### src/rtl/countdown_timer.sv
`default_nettype none
// ============================================================================
// Module   : countdown_timer
// Brief    : Loadable down-counter with optional auto-reload, expiry pulse and
//            IDLE/RUN/DONE status.
// Revision : 1.0 - initial release
// ============================================================================
module countdown_timer #(
    parameter int WIDTH = 4
) (
    input  logic             clock,
    input  logic             reset,
    input  logic             enable,
    input  logic             load,
    input  logic [WIDTH-1:0] load_value,
    input  logic             auto_reload,
    output logic [WIDTH-1:0] counter_out,
    output logic             busy,
    output logic             done,
    output logic             expired
);

    typedef enum logic [1:0] {
        IDLE = 2'd0,
        RUN  = 2'd1,
        DONE = 2'd2
    } state_t;

    localparam logic [WIDTH-1:0] c_ZERO = '0;
    localparam logic [WIDTH-1:0] c_ONE  = WIDTH'(1);

    state_t           r_state;
    logic [WIDTH-1:0] r_reload;

    always_ff @(posedge clock or posedge reset) begin
        if (reset) begin
            r_state     <= IDLE;
            r_reload    <= c_ZERO;
            counter_out <= c_ZERO;
            busy        <= 1'b0;
            done        <= 1'b0;
            expired     <= 1'b0;
        end else begin
            expired <= 1'b0;
            if (load) begin
                counter_out <= load_value;
                r_reload    <= load_value;
                if (load_value != c_ZERO) begin
                    r_state <= RUN;
                    busy    <= 1'b1;
                    done    <= 1'b0;
                end else begin
                    // A zero start count expires on the loading edge itself.
                    r_state <= DONE;
                    busy    <= 1'b0;
                    done    <= 1'b1;
                    expired <= 1'b1;
                end
            end else if (r_state == RUN && enable) begin
                if (counter_out > c_ONE) begin
                    counter_out <= counter_out - c_ONE;
                end else begin
                    expired <= 1'b1;
                    if (auto_reload) begin
                        counter_out <= r_reload;
                    end else begin
                        counter_out <= c_ZERO;
                        r_state     <= DONE;
                        busy        <= 1'b0;
                        done        <= 1'b1;
                    end
                end
            end
        end
    end

endmodule
`default_nettype wire
### config.mk
export PLATFORM = sky130hd
export DESIGN_NAME = countdown_timer
export DESIGN_NICKNAME = d
export VERILOG_FILES = /design/src/rtl/countdown_timer.sv
export SDC_FILE = /design/constraint.sdc
export NUM_CORES = 1
export LEC_CHECK = 0
export BUFFER_PORTS_ARGS = -buffer_cell sky130_fd_sc_hd__buf_4
export CORE_MARGIN = 1.5
export CORE_UTILIZATION = 44
export CTS_CLUSTER_SIZE = 14
export DETAILED_ROUTE_END_ITERATION = 12
export PLACE_DENSITY = 0.67
export SETUP_SLACK_MARGIN = 0.05
export SYNTH_ARGS = -nofsm -noshare
export SYNTH_HDL_FRONTEND = slang
export SYNTH_SLANG_ARGS = --single-unit
### constraint.sdc
create_clock -name clock -period 1.5 [get_ports clock]
set_input_delay 0.225 -clock clock [delete_from_list [all_inputs] [get_ports clock]]
set_output_delay 0.225 -clock clock [all_outputs]
set_load 0.01 [all_outputs]
# ---- Word level (Yosys, flattened, before mapping)
# Cells that the tools add are included.
dict set report word_totals {
  register_bits 13
  inputBits 9
  wordCells 37
  output_inout_bits 7
}
dict set report classes {
  n_reduce_logical 4
  add_sub_neg 1
  eq_ne 3
  n_mux 22
  magnitude_cmp 1
}
# operator n
set op_table {}
lappend op_table {{$mux 4} 4}
lappend op_table {{$mux 1} 13}
lappend op_table {{$mux 2} 5}
lappend op_table {{$gt 4x1->1 const B} 1}
lappend op_table {{$ne 2x2->1 const B} 2}
lappend op_table {{$reduce_bool 4->1} 1}
lappend op_table {{$sub 4x1->4 const B} 1}
lappend op_table {{$reduce_and 3->1} 1}
lappend op_table {{$eq 2x1->1 const B} 1}
lappend op_table {{$reduce_bool 2->1} 1}
lappend op_table {{$logic_and 1x1->1} 1}

# ---- Longest topological paths before layout
# Gate-level depths: netlist of the first run.
dict set report logic_depth {
  word_depth 4
  depth_mapped 6
  depth_no_buf 6
}

# ---- Worst setup path after synthesis of the first run
# Ideal clock, no wire load.
dict set report synth_path {
  path_type {register to register}
  from {register counter_out[0]}
  to {register counter_out[1]}
  path_stages_with_launch 6
  arrival_time_ns 1.488
  n_path_buf 0
  path_slack_ns -0.089
  synth_period_minus_slack_ns 1.589
  path_cell_list {dfrtp_1 inv_1 ha_1 o21ai_2 mux2_4 o311ai_2}
}
dict set report synth_between {
  elab_chain_cells 4
  elab_cells_between_ends 5
  classes_between {add/sub: 1; order compare: 1; mux: 3}
}
# item line
set synth_rtl {}
lappend synth_rtl {{start, declared} 17} ;# output logic [WIDTH-1:0] counter_out,
lappend synth_rtl {{start signal, assigned} 39} ;# counter_out <= c_ZERO;
lappend synth_rtl {{start signal, assigned} 46} ;# counter_out <= load_value;
lappend synth_rtl {{start signal, assigned} 61} ;# counter_out <= counter_out - c_ONE;
lappend synth_rtl {{$sub 4x1->4 / $gt 4x1->1 (equally long branches)} {61, 60}}
lappend synth_rtl {{$mux 4 *} 60} ;# if (counter_out > c_ONE) begin
lappend synth_rtl {{$mux 4 *} 59} ;# end else if (r_state == RUN && enable) begin
lappend synth_rtl {{$mux 4 *} 45} ;# if (load) begin
# Mark *: on every way between the ends. The rest lies on a longest branch, timed or not. The select of a mux whose other input is x is not followed.
# A chain may end at the register's enable or synchronous reset.

# ---- Worst setup path after layout of the first run
# Same ends and word-level chain as after synthesis.

==> impl_metrics.toml, run 1 <==
[run_status]
outcome = "finished, final reports clean"

[grt]
gr-total-overflow = 0
grt_pass1_wl_mm = 1.994
grt_usage = 0.1937
antenna_found_initial = 0
grt_pass1_vias = 436
grt_max_degree = 19

[worst_setup_path]
rr_worst_depth = 5
critPathArrivalTime_ns = 1.63
crit_fanout = 5
timing.rr.end = "counter_out[1]$_DFFE_PP0P_"
critical_path.top_delay_family = "flip-flops"
cpMaxStageDelayCell = "dfrtp_2"
critPathKind = "reg -> reg"
path_buf_inv = 1
slowest_delay_ns = 0.43
crit_path_end_kind = "flip-flop"
start_kind = "flip-flop"
r2r_setup_slack_ns = 0.05
crit_chain = "inv_2, ha_4, o21ai_4, mux2_4, o311ai_2"
r2r-start = "counter_out[0]$_DFFE_PP0P_"
crit_required_ns = 1.68

[floorplanning]
die_area_um2 = 1620
die_x_um = 40.25
core_um2 = 1301
start_util = 0.4692
row_count = 13
io_pins = 16
die_h_um = 40.25

[clock_network]
htree_levels = 1
cts_root_buf = "clkbuf_4"
cts_tree = "built"
clock_path_buffers = 2
clock_sinks = 11
cts-buffers-inserted = 3
insertion_delay_ns = 0.27
cts.reportedPaths.clkPinSlew_ns = 0.07

[synth]
synth_flop_cell = "dfrtp_1"
async_reset_ff_frac = 1.000
synth_common_cells = "dfrtp_1, inv_1, nand2_1"
synth-edff-count = 0
yosysSeqAreaShare = 0.4508
synth_area_leaders = "dfrtp_1, inv_1, nand2_1, ha_1, o21ai_0"
syn_nets = 73
synth_area_um2 = 610.6
yosysMostFrequentCell = "dfrtp_1"
synth_cell_types = 28
synth_seq_cells = 11
synth_top_area_share = 0.4508
syn_inst = 62
netlist.top_cell.by_area = "dfrtp_1"
syn-mean-instance-area_um2 = 9.848
ys.warnings.count = 0

[sta]
fin_crit_ns = 1.449
slew_viol_final = 0
setup_slack_ns = 0.05091
finClkSkew_ns = 0.002046
max_freq_mhz = 690.1
finalCritPeriodShare = 0.9661
maxSlewHeadroom = 0.6810
worst_pin_slew_ns = 0.4723
rsz0062_at_grt = "yes"
setup_viol = 0
finalHoldViolCount = 0

[cells_and_area]
antenna_cells = 0
fin_nets = 96
drive_above_1_share = 0.4167
fin_cells = 99
area_growth_pct = 38.93
finish.instance_area_um2 = 848.3

[power_and_ir_drop]
vdd_drop_max_mv = 0.5796
leakagePower_nw = 0.3817
powerDensity_nw_per_um2 = 961.6

[worst_hold_path]
holdPathEnd = "r_reload[0]$_DFFE_PP0P_"
hp-start = "load_value[0]"
hold_depth = 3
hp-class = "in -> reg"

[route]
drt_iter0_drc = 15
dr.pass1.iters = 4
wire_per_inst_um = 13.76
vias = 532
drt-vias-per-instance = 5.374
wirelength_mm = 1.362
drc = 0
ant_nets = 0

[placement]
dp_cells = 93
place_ws_ns = 0.04806
placedInstanceArea_um2 = 788.3
place_congestion = 0.7643
io_buffers = 15
dp_hpwl_um = 960

[job]
cap_violations = 0
==> sequential cells by signal, indices dropped and copies added (netlist names) <==
name,cells
expired,1
r_reload,4
counter_out,4
done,1
busy,1
==> worst max-delay path by stage <==
stage | start | endpoint | slack (ns) | cells past startpoint
finish | counter_out[0]$_DFFE_PP0P_ | counter_out[1]$_DFFE_PP0P_ | 0.05 | 5
global route | counter_out[0]$_DFFE_PP0P_ | counter_out[1]$_DFFE_PP0P_ | -0.03 | 5
CTS | counter_out[0]$_DFFE_PP0P_ | counter_out[1]$_DFFE_PP0P_ | 0.05 | 5
detailed placement | counter_out[0]$_DFFE_PP0P_ | counter_out[1]$_DFFE_PP0P_ | 0.05 | 5
global placement | counter_out[0]$_DFFE_PP0P_ | counter_out[1]$_DFFE_PP0P_ | 0.07 | 5
floorplan | counter_out[1]$_DFFE_PP0P_ | counter_out[1]$_DFFE_PP0P_ | 0.04 | 5
==> cell families (layout without fill, tap and decap cells) <==
kind of cell,after synthesis,after routing,synth area share
flops,11,11,0.4508
fa+ha+maj,2,2,0.04098
buf+inv,9,31,0.05943
mux,4,4,0.07786
simple gates,19,19,0.1537
compound gates,17,17,0.2172
==> per-stage QoR <==
step	power, mW	TNS, ns	utilization	hold WS, ns
floorplan	0.5100	0	-	0.07737
global route	0.8655	-0.03372	0.6519	0.2137
global placement	0.5971	0	0.6058	0.2525
detailed placement	0.5968	0	0.6058	0.2566
finish	0.8158	0	0.6519	0.2025
CTS	0.8143	0	0.6394	0.1990
==> what timing repair did <==
item | 4_1_cts | 5_1_grt
setup buffers | 1 | 0
endpoints found under the setup margin | 2 | 6
pin swaps | 1 | 0
hold buffers | 1 | 0
endpoints found under the hold margin | 11 | 0
resized for setup | 0 | 3
==> metal layers <==
layer | share of wire | GRT usage
met1 | 0.46 | 0.2690
met2 | 0.48 | 0.2742
met3 | 0.042 | 0.05000
met4 | 0.014 | 0.1000
met5 | 0 | 0
==> report_power, final <==
group          total (mW)  switching (mW)  internal (mW)
Sequential          0.356          0.0294          0.326
Combinational       0.252           0.121          0.132
Clock               0.208           0.105          0.103
==> worst reg2reg max path: cells and delay by family, from the launching register on <==
family,cells,cell delay (ns)
AOI/OAI and AO/OA,2,0.36
buffers and inverters,1,0.07
adders and majority gates,1,0.17
muxes,1,0.32
DFF,1,0.43
==> cell usage in the layout (no fill, tap or decap), drive strengths merged <==
| cell | synthesis | routed |
|---|---|---|
| nand2b | 2 | 2 |
| mux2i | 1 | 1 |
| o31ai | 1 | 1 |
| o211ai | 1 | 1 |
| ha | 2 | 2 |
| nand3b | 1 | 1 |
| dfrtp | 11 | 11 |
| a22o | 1 | 1 |
| o41ai | 1 | 1 |
| o311ai | 1 | 1 |
| inv | 7 | 7 |
| a21oi | 2 | 2 |
| or3 | 1 | 1 |
| o21a | 1 | 1 |
| dlygate4sd3 | 0 | 1 |
| buf | 2 | 19 |
| o31a | 2 | 2 |
| nor2 | 4 | 4 |
| nand2 | 7 | 7 |
| a2111oi | 1 | 1 |
| clkbuf | 0 | 4 |
| o21ai | 6 | 6 |
| nor3 | 3 | 3 |
| mux2 | 3 | 3 |
| and3b | 1 | 1 |
==> area by class of cell <==
class / instances / area, um^2
Clock buffer: 4 / 26.28
Multi-Input combinational cell: 42 / 347.8
Tap cell: 15 / 18.77
Inverter: 7 / 26.28
Sequential cell: 11 / 276.5
Fill cell: 112 / 452.9
Timing Repair Buffer: 20 / 152.6
Power figures use the tool's default switching activity.
==> inputs of run 2 (changes only) <==
Settings changed: GPL_TIMING_DRIVEN set to 0, HOLD_SLACK_MARGIN set to 0.05, PLACE_DENSITY 0.67 to 0.71.
==> run 2 against run 1 <==
Clock power is 2% lower. Worst hold slack worse by 0.0018 ns. Global-route usage increased by 1.6 points. Highest routed layer unchanged. First-iteration DRC count down 67%. Non-clock buffer count unchanged.
==> impl_metrics.toml, run 2 (synthesized netlist as in run 1, its figures left out) <==
[power_and_ir_drop]
powerDensity_nw_per_um2 = 961.3
leakagePower_nw = 0.3830
vdd_drop_max_mv = 0.6545
finalPower_mw = 0.8191

[worst_setup_path]
start_kind = "flip-flop"
crit_path_end_kind = "flip-flop"
crit_required_ns = 1.67
crit_fanout = 4
critPathArrivalTime_ns = 1.66
slowest_delay_ns = 0.45
rr_worst_depth = 4
critPathKind = "reg -> reg"
timing.rr.end = "counter_out[1]$_DFFE_PP0P_"
r2r-start = "counter_out[0]$_DFFE_PP0P_"
r2r_setup_slack_ns = 0.02
crit_chain = "ha_4, o21ai_4, mux2_4, o311ai_2"
cpMaxStageDelayCell = "dfrtp_2"

[placement]
dp_hpwl_um = 987.1
io_buffers = 14
dp_cells = 91
place_congestion = 0.7761

[grt]
grt_pass1_wl_mm = 2.187
gr-total-overflow = 0
grt_usage = 0.2098
grt_pass1_vias = 500
grt_max_degree = 12
antenna_found_initial = 0

[sta]
worst_pin_slew_ns = 0.4871
hold_ws_ns = 0.2007
fin_crit_ns = 1.484
finClkSkew_ns = 0.009326
max_freq_mhz = 673.9
finalCritPeriodShare = 0.9893
rsz0062_at_grt = "yes"
finalHoldViolCount = 0
setup_viol = 0
slew_viol_final = 0
maxSlewHeadroom = 0.6710

[floorplanning]
die_h_um = 40.25
row_count = 13
io_pins = 16
core_um2 = 1301
die_x_um = 40.25
die_area_um2 = 1620
start_util = 0.4692

[cells_and_area]
mostFrequentLayoutCells = "buf_4, dfrtp_1, nand2_1"
top_regs = "counter_out (4), r_reload (4)"
antenna_cells = 0
fin_nets = 96
drive_above_1_share = 0.4405
final_common_cell = "buf_4"
fin_util = 0.6548
fin_cells = 99
area_growth_pct = 39.55
nFillCells = 113

[clock_network]
insertion_delay_ns = 0.27
cts-buffers-inserted = 3
clock_sinks = 11
clock_path_buffers = 2
cts.reportedPaths.clkPinSlew_ns = 0.08
cts_tree = "built"
htree_levels = 1
cts_root_buf = "clkbuf_4"

[route]
vias = 516
wirelength_mm = 1.286
drt_iter0_drc = 5
dr.pass1.iters = 4
drt-vias-per-instance = 5.212
wire_per_inst_um = 12.99
drc = 0
ant_nets = 0

[job]
cap_violations = 0

[run_status]
outcome = "finished, final reports clean"

[worst_hold_path]
hold_depth = 3
holdPathEnd = "r_reload[2]$_DFFE_PP0P_"
hp-class = "in -> reg"
hp-start = "load_value[2]"
-- run 2: cell count changes in the layout (fill, tap and decap cells not counted) --
cell and change:
buf_2 +2, buf_4 -2, mux2_1 -1, mux2_4 +1
nor3_1 -1, nor3_2 +1, o21ai_0 -1, o21ai_1 +1
-- run 2: critical path: cells and delay by family, from the launching register on --
family	cells	cell delay, ns
AO/OA/AOI/OAI	2	0.42
adder cells (fa/ha/maj)	1	0.19
multiplexers	1	0.33
flip-flops	1	0.45
-- run 2: power breakdown --
| group | switching, mW | internal [mW] |
|---|---|---|
| clock | 0.101 | 0.103 |
| sequential | 0.0298 | 0.326 |
| combinational | 0.122 | 0.137 |
| total | 0.252 | 0.567 |
-- run 2: how the worst max path moves through the flow --
stage                                from  slack, ns  cells past startpoint                          to
6_report       counter_out[0]$_DFFE_PP0P_       0.02                      4  counter_out[1]$_DFFE_PP0P_
5_1_grt        counter_out[0]$_DFFE_PP0P_      -0.02                      5  counter_out[1]$_DFFE_PP0P_
4_1_cts        counter_out[0]$_DFFE_PP0P_       0.03                      4  counter_out[1]$_DFFE_PP0P_
3_5_place_dp   counter_out[0]$_DFFE_PP0P_      -0.03                      5  counter_out[1]$_DFFE_PP0P_
3_3_place_gp   counter_out[0]$_DFFE_PP0P_      -0.01                      5  counter_out[1]$_DFFE_PP0P_
2_1_floorplan  counter_out[1]$_DFFE_PP0P_       0.04                      5  counter_out[1]$_DFFE_PP0P_
-- run 2: metrics by stage --
step	worst slack [ns]	TNS (ns)	area [um^2]
2_1_floorplan	0.04480	0	644.4
3_3_place_gp	-0.01115	-0.01115	768.2
3_5_place_dp	-0.03197	-0.04602	768.2
4_1_cts	0.02904	0	827.0
5_1_grt	-0.01770	-0.01852	852.1
6_report	0.01604	0	852.1
-- run 2: timing repair --
action,CTS,global route
gates resized for setup,0,6
hold buffers,1,0
buffers inserted,3,0
pin swaps,2,2
endpoints found under the setup margin,3,5
hold endpoints to repair,11,0
-- run 2: layer usage --
layer / share of wire / track usage / vias up
met1: 0.49 / 0.2657 / 238
met2: 0.45 / 0.3306 / 13
met5: 0 / 0 / -
li1: - / - / 263
met3: 0.044 / 0.03889 / 2
met4: 0.0086 / 0.1250 / 0
-- run 2: area by class of cell --
cell class	instances	area, um^2	area share
Buffer	2	10.01	0.01175
Clock buffer	4	26.28	0.03084
Inverter	7	26.28	0.03084
Multi-Input combinational cell	42	356.6	0.4185
Sequential cell	11	276.5	0.3245
Tap cell	15	18.77	0.02203
Timing Repair Buffer	18	137.6	0.1615
==> inputs of run 3 (changes only) <==
Settings changed: REMOVE_ABC_BUFFERS set to 1.
==> run 3 against run 2 <==
Clock skew shrank 0.0038 ns. Sequential share of layout area shrank 0.33 points. Clock power is essentially flat. Global-route usage shrank 0.31 points. Utilization grew 0.67 points. Combinational power grew 4%.
==> impl_metrics.toml, run 3 (synthesized netlist as in run 1, its figures left out) <==
[grt]
grt_max_degree = 19
grt_pass1_wl_mm = 2.076
antenna_found_initial = 0
gr-total-overflow = 0
grt_usage = 0.2067
grt_pass1_vias = 489

[worst_setup_path]
path_buf_inv = 0
crit_chain = "ha_4, o21ai_4, mux2_4, o311ai_2"
slowest_delay_ns = 0.45
cp-startpoint = "counter_out[0]$_DFFE_PP0P_"
r2r_setup_slack_ns = 0.03
timing.rr.end = "counter_out[1]$_DFFE_PP0P_"
cpMaxStageDelayCell = "dfrtp_2"
crit_path_end_kind = "flip-flop"
crit_end = "counter_out[1]$_DFFE_PP0P_"
start_kind = "flip-flop"
r2r-start = "counter_out[0]$_DFFE_PP0P_"
crit_required_ns = 1.68
critPathArrivalTime_ns = 1.65
critical_path_depth = 4
rr_worst_depth = 4
crit_fanout = 4
critical_path.top_delay_family = "flip-flops"
critPathKind = "reg -> reg"

[placement]
place_congestion = 0.7442
dp_hpwl_um = 887.8
place_ws_ns = -0.1950
dp_cells = 90
io_buffers = 15

[cells_and_area]
final_common_cell = "buf_4"
fin_nets = 98
drive_above_1_share = 0.4419
fin_cells = 101
mostFrequentLayoutCells = "buf_4, dfrtp_1, nand2_1"
top_regs = "counter_out (4), r_reload (4)"
antenna_cells = 0
area_growth_pct = 40.98
fin_util = 0.6615

[clock_network]
insertion_delay_ns = 0.28
cts_root_buf = "clkbuf_4"
cts_tree = "built"
clock_path_buffers = 2
cts.reportedPaths.clkPinSlew_ns = 0.07
htree_levels = 1
cts-buffers-inserted = 3
clock_sinks = 11

[power_and_ir_drop]
leakagePower_nw = 0.3923
powerDensity_nw_per_um2 = 963.6
vdd_drop_max_mv = 0.4581

[route]
drc = 0
wire_per_inst_um = 13.50
wirelength_mm = 1.363
ant_nets = 0
dr.pass1.iters = 4
drt-vias-per-instance = 5.307
vias = 536
drt_iter0_drc = 15

[sta]
max_freq_mhz = 680.8
finalHoldViolCount = 0
slew_viol_final = 0
rsz0062_at_grt = "yes"
fin_crit_ns = 1.469
setup_viol = 0
finClkSkew_ns = 0.005532
setup_slack_ns = 0.03107
finalCritPeriodShare = 0.9793
worst_pin_slew_ns = 0.5157
maxSlewHeadroom = 0.6517
setup_tns_ns = 0
hold_ws_ns = 0.2002

[floorplanning]
die_area_um2 = 1620
row_count = 13
die_x_um = 40.25
io_pins = 16
core_um2 = 1301
die_h_um = 40.25
start_util = 0.4692

[worst_hold_path]
hp-class = "in -> reg"

[job]
cap_violations = 0

[run_status]
outcome = "finished, final reports clean"
[run 3: layout make-up]
| cell class | instances | area (um^2) |
|---|---|---|
| flip-flops and latches | 11 | 276.5 |
| inverters | 7 | 26.28 |
| multi-input cells | 42 | 345.3 |
| well taps | 15 | 18.77 |
| clock buffers | 4 | 26.28 |
| fillers | 114 | 440.4 |
| repair buffers | 22 | 167.7 |
[run 3: layer usage]
| layer | wire (um) | track usage | vias up |
|---|---|---|---|
| met2 | 648 | 0.3226 | 15 |
| li1 | - | - | 265 |
| met5 | 0 | 0 | - |
| met3 | 55 | 0.05556 | 5 |
| met4 | 35 | 0.1250 | 0 |
| met1 | 624 | 0.2526 | 251 |
[run 3: stage by stage]
step                      instance area (um^2)  power (mW)
after floorplan                          600.6      0.4787
after global placement                   732.0      0.5542
after detailed placement                 732.0      0.5587
after CTS                                833.3      0.8120
after global routing                     860.8      0.8773
final                                    860.8      0.8295
[run 3: power by group]
group / total, mW / internal (mW) / switching [mW] / leakage, nW
logic: 0.269 / 0.147 / 0.122 / 0.246
registers: 0.356 / 0.327 / 0.0292 / 0.132
clock network: 0.205 / 0.103 / 0.102 / 0.0150
[run 3: worst min-delay path by stage]
stage                   from                    endpoint  slack [ns]  cells after the start
5_1_grt        load_value[2]  counter_out[2]$_DFFE_PP0P_        0.20                      3
6_report       load_value[2]  counter_out[2]$_DFFE_PP0P_        0.20                      3
3_5_place_dp           reset     r_reload[3]$_DFFE_PP0P_        0.25                      2
3_3_place_gp           reset     r_reload[3]$_DFFE_PP0P_        0.25                      2
4_1_cts        load_value[2]  counter_out[2]$_DFFE_PP0P_        0.19                      3
2_1_floorplan          reset            busy$_DFFE_PP0P_        0.08                      1
[run 3: repair_timing]
| action | CTS | global route |
|---|---|---|
| pin swaps | 3 | 2 |
| hold buffers | 1 | 0 |
| endpoints found under the hold margin | 11 | 0 |
| buffers inserted | 5 | 1 |
| gates resized for setup | 6 | 5 |
| setup endpoints to repair | 4 | 6 |
[run 3: worst reg2reg max path, delay by kind of cell, from the launching register on]
family | cells | cell delay [ns]
AO/OA/AOI/OAI | 2 | 0.42
multiplexers | 1 | 0.32
adder cells (fa/ha/maj) | 1 | 0.19
flip-flops | 1 | 0.45
